--- src/rtl/imem_boot_ctrl.sv ---
// imem_boot_ctrl
//   Loads a program image from a byte stream into instruction memory and
//   releases the core once the image is complete.
//   Stream format: one header byte holding the word count N, then 4*N data
//   bytes (little-endian words). When IMEM_BOOT_CHECKSUM_EN is defined, a
//   trailing byte follows that must equal the XOR of all data bytes.
//
// Build option:
//   IMEM_BOOT_CHECKSUM_EN  adds the checksum state and its accumulator.
//
// Ports:
//   clk         system clock, rising edge
//   reset       asynchronous, active-high reset
//   start       single-cycle request to begin a load session
//   in_valid    byte-stream valid
//   in_data     byte-stream data
//   in_ready    byte accepted this cycle when in_valid is also high
//   imem_we     instruction-memory write strobe, one cycle per word
//   imem_waddr  word address for imem_we (held between writes)
//   imem_wdata  word data for imem_we (held between writes)
//   cpu_run     program loaded; releases the core from hold
//   busy        load session in progress
//   load_err    last session failed; held until next start or reset
module imem_boot_ctrl #(
  parameter int DEPTH = 64,
  parameter int AW    = 6
) (
  input  logic          clk,
  input  logic          reset,
  input  logic          start,
  input  logic          in_valid,
  input  logic [7:0]    in_data,
  output logic          in_ready,
  output logic          imem_we,
  output logic [AW-1:0] imem_waddr,
  output logic [31:0]   imem_wdata,
  output logic          cpu_run,
  output logic          busy,
  output logic          load_err
);

  if ((2 ** AW) != DEPTH) begin : g_depth_check
    $error("imem_boot_ctrl: DEPTH must equal 2**AW");
  end

  localparam logic [31:0] DEPTH_U = 32'(DEPTH);

  typedef enum logic [2:0] {
    ST_IDLE,
    ST_HDR,
    ST_DATA,
`ifdef IMEM_BOOT_CHECKSUM_EN
    ST_CSUM,
`endif
    ST_DONE,
    ST_ERR
  } state_e;

  state_e          state_q, state_d;
  logic [7:0]      cnt_q, cnt_d;      // word count N from the header
  logic [1:0]      byte_q, byte_d;    // byte position within current word
  logic [7:0]      widx_q, widx_d;    // index of the word being assembled
  logic [23:0]     asm_q, asm_d;      // first three bytes of current word
  logic            we_q, we_d;
  logic [AW-1:0]   waddr_q, waddr_d;
  logic [31:0]     wdata_q, wdata_d;
  logic            run_q, run_d;
`ifdef IMEM_BOOT_CHECKSUM_EN
  logic [7:0]      csum_q, csum_d;
`endif

  logic accept;
  logic last_word;

  always_comb begin
    in_ready = (state_q == ST_HDR) || (state_q == ST_DATA)
`ifdef IMEM_BOOT_CHECKSUM_EN
               || (state_q == ST_CSUM)
`endif
               ;
  end

  assign busy     = in_ready;
  assign load_err = (state_q == ST_ERR);
  assign cpu_run  = run_q;
  assign imem_we    = we_q;
  assign imem_waddr = waddr_q;
  assign imem_wdata = wdata_q;

  assign accept    = in_valid && in_ready;
  assign last_word = ((widx_q + 8'd1) == cnt_q);

  always_comb begin
    state_d = state_q;
    cnt_d   = cnt_q;
    byte_d  = byte_q;
    widx_d  = widx_q;
    asm_d   = asm_q;
    we_d    = 1'b0;
    waddr_d = waddr_q;
    wdata_d = wdata_q;
`ifdef IMEM_BOOT_CHECKSUM_EN
    csum_d  = csum_q;
`endif

    case (state_q)
      ST_IDLE, ST_DONE, ST_ERR: begin
        if (start) begin
          state_d = ST_HDR;
          byte_d  = '0;
          widx_d  = '0;
`ifdef IMEM_BOOT_CHECKSUM_EN
          csum_d  = '0;
`endif
        end
      end

      ST_HDR: begin
        if (accept) begin
          cnt_d = in_data;
          if (in_data == 8'd0) begin
`ifdef IMEM_BOOT_CHECKSUM_EN
            state_d = ST_CSUM;
`else
            state_d = ST_DONE;
`endif
          end else if ({24'd0, in_data} > DEPTH_U) begin
            state_d = ST_ERR;
          end else begin
            state_d = ST_DATA;
          end
        end
      end

      ST_DATA: begin
        if (accept) begin
`ifdef IMEM_BOOT_CHECKSUM_EN
          csum_d = csum_q ^ in_data;
`endif
          byte_d = byte_q + 2'd1;
          case (byte_q)
            2'd0:    asm_d[7:0]   = in_data;
            2'd1:    asm_d[15:8]  = in_data;
            2'd2:    asm_d[23:16] = in_data;
            default: begin
              we_d    = 1'b1;
              waddr_d = AW'(widx_q);
              wdata_d = {in_data, asm_q};
              widx_d  = widx_q + 8'd1;
              if (last_word) begin
`ifdef IMEM_BOOT_CHECKSUM_EN
                state_d = ST_CSUM;
`else
                state_d = ST_DONE;
`endif
              end
            end
          endcase
        end
      end

`ifdef IMEM_BOOT_CHECKSUM_EN
      ST_CSUM: begin
        if (accept) begin
          state_d = (in_data == csum_q) ? ST_DONE : ST_ERR;
        end
      end
`endif

      default: state_d = ST_IDLE;
    endcase

    // cpu_run is held off while the final write strobe is still on the
    // bus, so it rises the cycle after that strobe.
    run_d = (state_d == ST_DONE) && !we_d;
  end

  always_ff @(posedge clk or posedge reset) begin
    if (reset) begin
      state_q <= ST_IDLE;
      cnt_q   <= '0;
      byte_q  <= '0;
      widx_q  <= '0;
      asm_q   <= '0;
      we_q    <= 1'b0;
      waddr_q <= '0;
      wdata_q <= '0;
      run_q   <= 1'b0;
`ifdef IMEM_BOOT_CHECKSUM_EN
      csum_q  <= '0;
`endif
    end else begin
      state_q <= state_d;
      cnt_q   <= cnt_d;
      byte_q  <= byte_d;
      widx_q  <= widx_d;
      asm_q   <= asm_d;
      we_q    <= we_d;
      waddr_q <= waddr_d;
      wdata_q <= wdata_d;
      run_q   <= run_d;
`ifdef IMEM_BOOT_CHECKSUM_EN
      csum_q  <= csum_d;
`endif
    end
  end

endmodule
--- config.mk ---
export PLATFORM = sky130hd
export DESIGN_NAME = imem_boot_ctrl
export DESIGN_NICKNAME = d
export VERILOG_FILES = /design/src/rtl/imem_boot_ctrl.sv
export SDC_FILE = /design/constraint.sdc
export NUM_CORES = 1
export LEC_CHECK = 0
export BUFFER_PORTS_ARGS = -buffer_cell sky130_fd_sc_hd__buf_2
export CORE_MARGIN = 2
export CORE_UTILIZATION = 45
export DETAILED_ROUTE_END_ITERATION = 10
export GPL_TIMING_DRIVEN = 0
export PLACE_DENSITY = 0.74
export SYNTH_ARGS = -nofsm -noshare
export SYNTH_HDL_FRONTEND = slang
export SYNTH_SLANG_ARGS = --single-unit
export TNS_END_PERCENT = 20
--- constraint.sdc ---
create_clock -name clk -period 3.8 [get_ports clk]
set_clock_uncertainty 0.1 [all_clocks]
set_input_delay 0.76 -clock clk [delete_from_list [all_inputs] [get_ports clk]]
set_output_delay 0.76 -clock clk [all_outputs]
set_load 0.03 [all_outputs]
* Word-level counts from Yosys, hierarchy flattened
Cells that the tools add are included.
** Storage, ports and cells
- Register bits after elaboration :: 85
- Output and inout bits :: 43
** Cells by class
- Add/subtract/negate cells :: 2
- Magnitude comparators :: 1
- Equal/unequal tests :: 11
- Muxes and demuxes :: 18
- Bitwise operators :: 1
- Reduce and logical (&&, ||, !) cells :: 17
** Operator list (number)
- 8-bit 2-to-1 mux :: 3
- 3-bit 2-to-1 mux :: 7
- 8-bit case mux with 2 select lines :: 1
- 3-bit AND reduction :: 5
- 3-bit by 2-bit equality test with 1-bit output (second input constant) :: 3
- 3-bit case mux with 3 select lines :: 1
- 8-bit by 1-bit adder with 8-bit output (second input constant) :: 1
- 8-bit equality test :: 1
- 8-bit by 7-bit greater-than comparator with 1-bit output (second input constant) :: 1
- 8-bit logical NOT :: 1
- 2-bit != test (second input constant) :: 3
- 3-bit OR reduction :: 2
- 2-bit 2-to-1 mux :: 2
- 2-bit case mux with 2 select lines :: 1
- 4-bit AND reduction :: 1
- 3-bit by 1-bit equality test with 1-bit output (second input constant) :: 1
- 3-bit equality test (second input constant) :: 1
- 3-bit logical NOT :: 1
- 1-bit 2-to-1 mux :: 3
- 2-bit by 1-bit adder with 2-bit output (second input constant) :: 1
- 2-bit by 1-bit equality test with 1-bit output (second input constant) :: 1
- 2-bit equality test (second input constant) :: 1
- 1-bit logical AND :: 2
- 2-bit logical NOT :: 1
- other kinds (5) :: 5

* Longest topological paths before layout
Gate-level depths: netlist of the first run.
- Word-level depth :: 8
- Depth in mapped cells :: 9

* Least setup slack after synthesis of the first run
Ideal clock, no wire load.
- Path type :: register to output
- From :: register state_q[0]
- To :: output in_ready
- Data arrival time :: 1305 ps
- Slack :: 1635 ps
- Cell stages (with the launch flop) :: 5
- Buffers on the path :: 2
- Cells stage by stage :: dfrtp_1 buf_4 xnor2_1 nor2_1 buf_4
** Between the ends
- Word-level cells in the longest chain between the ends :: 2
- Elaborated cells between the ends (all ways) :: 3
- Those cells by class :: eq/ne: 2; reduce/logical: 1
** RTL lines
- start: declaration :: RTL line 59 : state_e state_q, state_d;
- start signal: assignment :: RTL line 193 : state_q <= state_d;
- 3-bit by 1-bit equality test with 1-bit output or 3-bit by 2-bit equality test with 1-bit output (tied branches) :: RTL line 76 : in_ready = (state_q == ST_HDR) || (state_q == ST_DATA)
- 1-bit logical OR (*) :: RTL line 76
- end: declaration :: RTL line 33 : output logic in_ready,
Every way passes the cells marked *; elsewhere a longest branch is shown, timed or not.

* Worst setup path after layout of the first run
Ends and elaborated chain as after synthesis.

==> results of run 1 <==
-- cells in the mapped netlist (3+ instances only) --
library cell,count
ha_1,5
and4_1,4
xor2_1,6
nor3_1,4
xnor2_1,7
a21o_1,3
buf_6,5
inv_1,8
nand2_2,3
o21ai_0,6
buf_2,7
nand2_1,82
mux2_2,49
nand3_1,8
dfrtp_1,85
nor2_1,3
-- how the worst max path moves through the flow --
stage                from              to  slack (ns)  cells after the start
2_1_floorplan       reset        asm_q[0]        0.75                      1
3_3_place_gp        reset  imem_wdata[19]       -0.16                      2
3_5_place_dp   in_data[2]         cpu_run        1.54                      5
4_1_cts        state_q[0]        in_ready        1.51                      5
5_1_grt        state_q[0]        in_ready        1.45                      5
6_report       state_q[0]        in_ready        1.53                      5
-- power by group --
group	internal (W)	switching, W
Combinational	0.000273	0.000290
Sequential	0.00108	0.000105
Clock	0.000340	0.000307
-- worst reg2reg max path, delay by kind of cell, from the launching register on --
| kind | cells | cell delay (ns) |
|---|---|---|
| AO/OA/AOI/OAI | 2 | 0.76 |
| flip-flops | 1 | 0.36 |
| multiplexers | 1 | 0.30 |
| AND/OR/NAND/NOR | 1 | 0.18 |
| buffers and inverters | 1 | 0.16 |
-- stage by stage --
step / area, µm² / cells / worst slack, ns / hold slack, ns
detailed placement: 4110 / 470 / 1.54 / 0.349
CTS: 4310 / 486 / 1.51 / 0.351
finish: 4310 / 486 / 1.53 / 0.338
global placement: 4080 / 469 / -0.158 / 0.346
floorplan: 3680 / 313 / 0.747 / 0.332
global route: 4310 / 486 / 1.45 / 0.369
-- layer usage --
metal / part of all wire [%] / wire length, µm / vias up
li1: - / - / 1179
met1: 48 / 3530 / 1233
met2: 46 / 3430 / 51
met3: 4.0 / 298 / 11
met4: 1.9 / 144 / 0
met5: 0 / 0 / -
-- flip-flops by register name, summed over array words and instances, names as in the netlist --
| signal | cells |
|---|---|
| byte_q | 2 |
| asm_q | 24 |
| imem_we | 1 |
| imem_wdata | 32 |
| cpu_run | 1 |
| imem_waddr | 6 |
| state_q | 3 |
| widx_q | 8 |
| cnt_q | 8 |
-- area by class of cell --
cell class	instances	area [µm²]	area share, %
sequential	85	2130	49.3
multi-input combinational	204	1410	32.7
timing repair buffer	55	298	6.90
clock buffer	13	159	3.68
tap	102	128	2.96
buffer	15	110	2.55
clock inverter	3	43.8	1.02
inverter	9	36.3	0.841
-- cells by family after synthesis --
kind of cell / after synthesis / synth area share (%)
adders and majority gates: 5 / 1.70
buffers and inverters: 24 / 3.91
AOI/OAI and AO/OA: 19 / 3.50
DFF: 85 / 57.8
and+or+nand+nor: 116 / 14.5
xor gates and xnor gates: 13 / 3.09
muxes: 51 / 15.5
==> metrics, run 1 <==
status complete, no violations; GR peak layer met2; Yosys reg bits 85; vias in the first global route 2471; Reg2Reg Launch Point state_q[0]; Synth cell types 39; post-CTS resize count 0; via count about 2500; VDD IR max 220 µV; Setup CP Type flip-flop to primary output; CTS tree done; worst path buffer plus inverter count 3; most used cell, CP buf_4; Post-DP HPWL 5100 µm; f_max 0.441 GHz; cell family with most CP delay buffers and inverters; Setup TNS Final 0 ns; GRT Total Usage 18.3%; fill count 727; endpoint type of the worst setup path primary output; Worst-Margin Slew between 0.8 and 0.9 ns; cells on worst reg2reg path 5; crit-path cells buf_4 -> xnor2_1 -> nor2_1 -> buf_4 -> buf_2; worst reg2reg setup slack 1.89 ns; met1 Track Usage GR 25.2%; Syn-to-layout area delta 17.1%; RSZ-0062 raised after global routing no; ANT nets after route 0; synth warn 0; commonest non-fill, non-tap cells in the layout dfrtp_1 (85), nand2_1 (82), buf_2 (61), mux2_2 (49), clkbuf_8 (11); die extent in x 94.5 µm; GRT overflow 0; Req. time, crit path ~3 ns; Rel. slew slack between 40% and 50%; Longest Clk Path Bufs 2; commonest non-fill, non-tap cell in the layout dfrtp_1; Leak Pwr roughly 2.3 nW; # DRC 0; ant diodes 0; asr flop ratio synth 100%; post-synthesis sequential area ratio 57.8%; drt first-iter violations 133; maxcap violations 0; utilization after layout 55.0%; Netlist Area Pre-Place 3680 µm²; met2 Use GR between 20% and 30%; number of clock sinks 85; met3 usage 4.07%; Post-Synthesis Cells 313; top cell type by total area after synthesis dfrtp_1; Routed WL around 7400 µm; layout cell share with drive strength beyond 1 36.7%; gpl congestion 0.849; initial antenna violation count 0; vias per cell 5.09; hold crit path type input port to async pin; final setup vio count 0; Final Net Count 396; die height roughly 94 µm; total power 0.00239 W; Mapped Nets 330; Fin. Hold Viols 0; Reg-to-Reg End widx_q[6]; Port Buffers 54; cell at the root of the clock tree clkbuf_8; period utilization 59.7%; largest net degree at the start of global routing 49; clock insertion delay at the later pin of the skew report 0.35 ns; Post-synth EDFFs 0; predominant post-synthesis flop cell dfrtp_1; drt first pass iters 4; num rows 32; Clock transition at path regs 0.08 ns; post-synth top area share 57.8%; synth top area cells dfrtp_1 (58%), mux2_2 (15%), nand2_1 (8.4%); Pwr Density 555 nW/µm²; Post-CTS Setup Bufs 0; first-pass GRT wire length approximately 12000 µm; final slew viol count 0; Startpoint Class flip-flop; die area 8920 µm²; Num CTS Buffers 9; CP arrival 1.41 ns; Critical Path Max Stage Delay 0.36 ns; Initial Utilization 46.9%; post-DR wirelength/cell 15.2 µm; # IOs 55; hold_buf cts 0; CP max FO 9; Core ar. 7850 µm²; post-route minimum period 2.27 ns; Synth Area per Inst around 12 µm²; critical path's slowest cell dfrtp_1; H-tree levels 3
Note: power is estimated with default switching activity, not from simulation.
==> inputs of run 2 (changes only) <==
Clock period 3.8 ns to 2.1 ns, I/O delays scaled along.
==> run 2 against run 1 <==
  * Flip-flop and latch count did not move
  * Die area stayed put
  * Worst hold slack got worse by 0.30 ns
  * Non-clock buffer count increased by 1
  * Power rose by 80%
  * Critical endpoint is now widx_q[5]
==> metrics, run 2 (same netlist as run 1, synthesis figures left out) <==
status complete, no violations (unchanged); commonest non-fill, non-tap cell in the layout dfrtp_1 (unchanged); post-DR wirelength/cell 15.3 µm (was 15.2 µm); Reg2Reg Launch Point state_q[0] (unchanged); Pwr Density 996 nW/µm² (was 555 nW/µm²); footprint of the multi-input gates 1410 µm² (unchanged); first-pass GRT wire length 12500 µm (was 12300 µm); Setup TNS Final 0 ns (unchanged); Internal 0.00306 W (was 0.00169 W); GRT Total Usage 18.5% (was 18.3%); post-route minimum period 1.94 ns; Worst-Margin Slew 0.870 ns (was 0.836 ns); Rel. slew slack 41.6% (was 43.9%); hold crit path type input port to async pin (unchanged); worst reg2reg setup slack 0.16 ns (was 1.89 ns); clock insertion delay at the later pin of the skew report 0.35 ns (about the same); GRT overflow 0 (unchanged); vias in the first global route 2525 (was 2471); Combinational Power Share 23.6% (was 23.5%); largest net degree at the start of global routing 35 (was 49); Leak Pwr 2.33 nW (about the same); VDD IR max 361 µV (was 220 µV); Final Net Count 397 (was 396); number of clock sinks 85 (unchanged); vias per cell 5.12 (was 5.09); num rows 32 (unchanged); drt first-iter violations 167 (was 133); die extent in x 94.5 µm (unchanged); hold_buf cts 0 (unchanged); Switching Share 29.0% (was 29.4%); CP max FO 10 (was 9); Clock transition at path regs 0.08 ns (about the same); Core ar. 7850 µm² (unchanged); Longest Clk Path Bufs 2 (unchanged); via count 2495 (was 2474); worst setup path endpoint widx_q[5] (was in_ready); ANT nets after route 0 (unchanged); max reg flops 32 (unchanged); endpoint type of the worst setup path flip-flop (was primary output); maxcap violations 0 (unchanged); final slew viol count 0 (unchanged); die height 94.5 µm (unchanged); utilization after layout 55.1% (was 55.0%); # IOs 55 (unchanged); cells on worst reg2reg path 5 (unchanged); Routed WL 7450 µm (was 7400 µm); Initial Utilization 46.9% (unchanged); Post-CTS Setup Bufs 0 (unchanged); gpl congestion 0.840 (was 0.849); Num CTS Buffers 9 (unchanged); die area 8920 µm² (unchanged); Startpoint Class flip-flop (unchanged); initial antenna violation count 0 (unchanged); RSZ-0062 raised after global routing no (unchanged); Setup CP Type flip-flop to flip-flop (was flip-flop to primary output); cell at the root of the clock tree clkbuf_8 (unchanged); layout cell share with drive strength beyond 1 36.9% (was 36.7%); ant diodes 0 (unchanged); Switching Power 0.00125 W (was 0.000702 W); commonest non-fill, non-tap cells in the layout dfrtp_1 (85), nand2_1 (82), buf_2 (61), mux2_2 (49), clkbuf_8 (11) (unchanged); period utilization 92.6%; CP arrival 2.13 ns (was 1.41 ns); fill count 728 (was 727); post-CTS resize count 0 (unchanged); register share of total power 49.5% (was 49.4%); Req. time, crit path 2.28 ns (was 2.94 ns); Reg-to-Reg End widx_q[5] (was widx_q[6]); final setup vio count 0 (unchanged); Syn-to-layout area delta 17.5% (was 17.1%); Crit. Startpoint state_q[0] (unchanged); Fin. Hold Viols 0 (unchanged); Port Buffers 54 (unchanged); H-tree levels 3 (unchanged); Clk pwr share 26.9% (was 27.1%); drt first pass iters 4 (unchanged); CTS tree done (unchanged); # DRC 0 (unchanged); f_max 0.514 GHz; FF/Latch Area 2130 µm² (unchanged); Post-DP HPWL 5190 µm (was 5100 µm)
-- run 2: power groups by stage --
stage          sequential [W]  clock [W]  combinational [W]
6_report              0.00213    0.00116            0.00102
2_1_floorplan         0.00216          0           0.000768
4_1_cts               0.00213    0.00119            0.00103
5_1_grt               0.00217    0.00126            0.00112
3_5_place_dp          0.00216          0            0.00101
3_3_place_gp          0.00215          0           0.000973
-- run 2: critical path, cell delays in order, from the launching register on --
cell and delay, ns:
dfrtp_1 0.37, buf_4 0.16, and3b_1 0.17, o21ai_1 0.67, mux2_2 0.29, a21o_1 0.11
-- run 2: layout make-up --
class | instances | share of cell area [%]
Clock inverter | 3 | 1.01
Timing Repair Buffer | 56 | 7.17
Tap cell | 102 | 2.95
Inverter | 9 | 0.868
Sequential cell | 85 | 49.2
Buffer | 15 | 2.54
Clock buffer | 13 | 3.67
Multi-Input combinational cell | 204 | 32.6
-- run 2: layer usage --
metal | global-route usage, % | vias to the layer above | wire length (µm)
met4 | 8.94 | 0 | 150
met3 | 3.59 | 13 | 366
li1 | - | 1187 | -
met1 | 24.1 | 1235 | 3350
met5 | 0 | - | 0
met2 | 29.9 | 60 | 3580
-- run 2: how the worst min path moves through the flow --
stage / from / to / slack [ns]
3_5_place_dp: asm_q[0] / imem_wdata[0] / 0.35
5_1_grt: reset / widx_q[0] / 0.07
3_3_place_gp: asm_q[0] / imem_wdata[0] / 0.35
6_report: reset / widx_q[0] / 0.04
4_1_cts: reset / widx_q[0] / 0.04
2_1_floorplan: asm_q[0] / imem_wdata[0] / 0.33
-- run 2: stage by stage --
stage | instance area, µm² | total power [W] | hold slack [ns] | std cells | setup slack [ns]
finish | 4330 | 0.00431 | 0.0351 | 487 | 0.155
global route | 4330 | 0.00456 | 0.0685 | 487 | 0.0313
CTS | 4330 | 0.00435 | 0.0439 | 487 | 0.156
detailed placement | 4120 | 0.00318 | 0.347 | 471 | 0.173
global placement | 4080 | 0.00312 | 0.345 | 469 | 0.0586
floorplan | 3690 | 0.00293 | 0.332 | 313 | 0.275
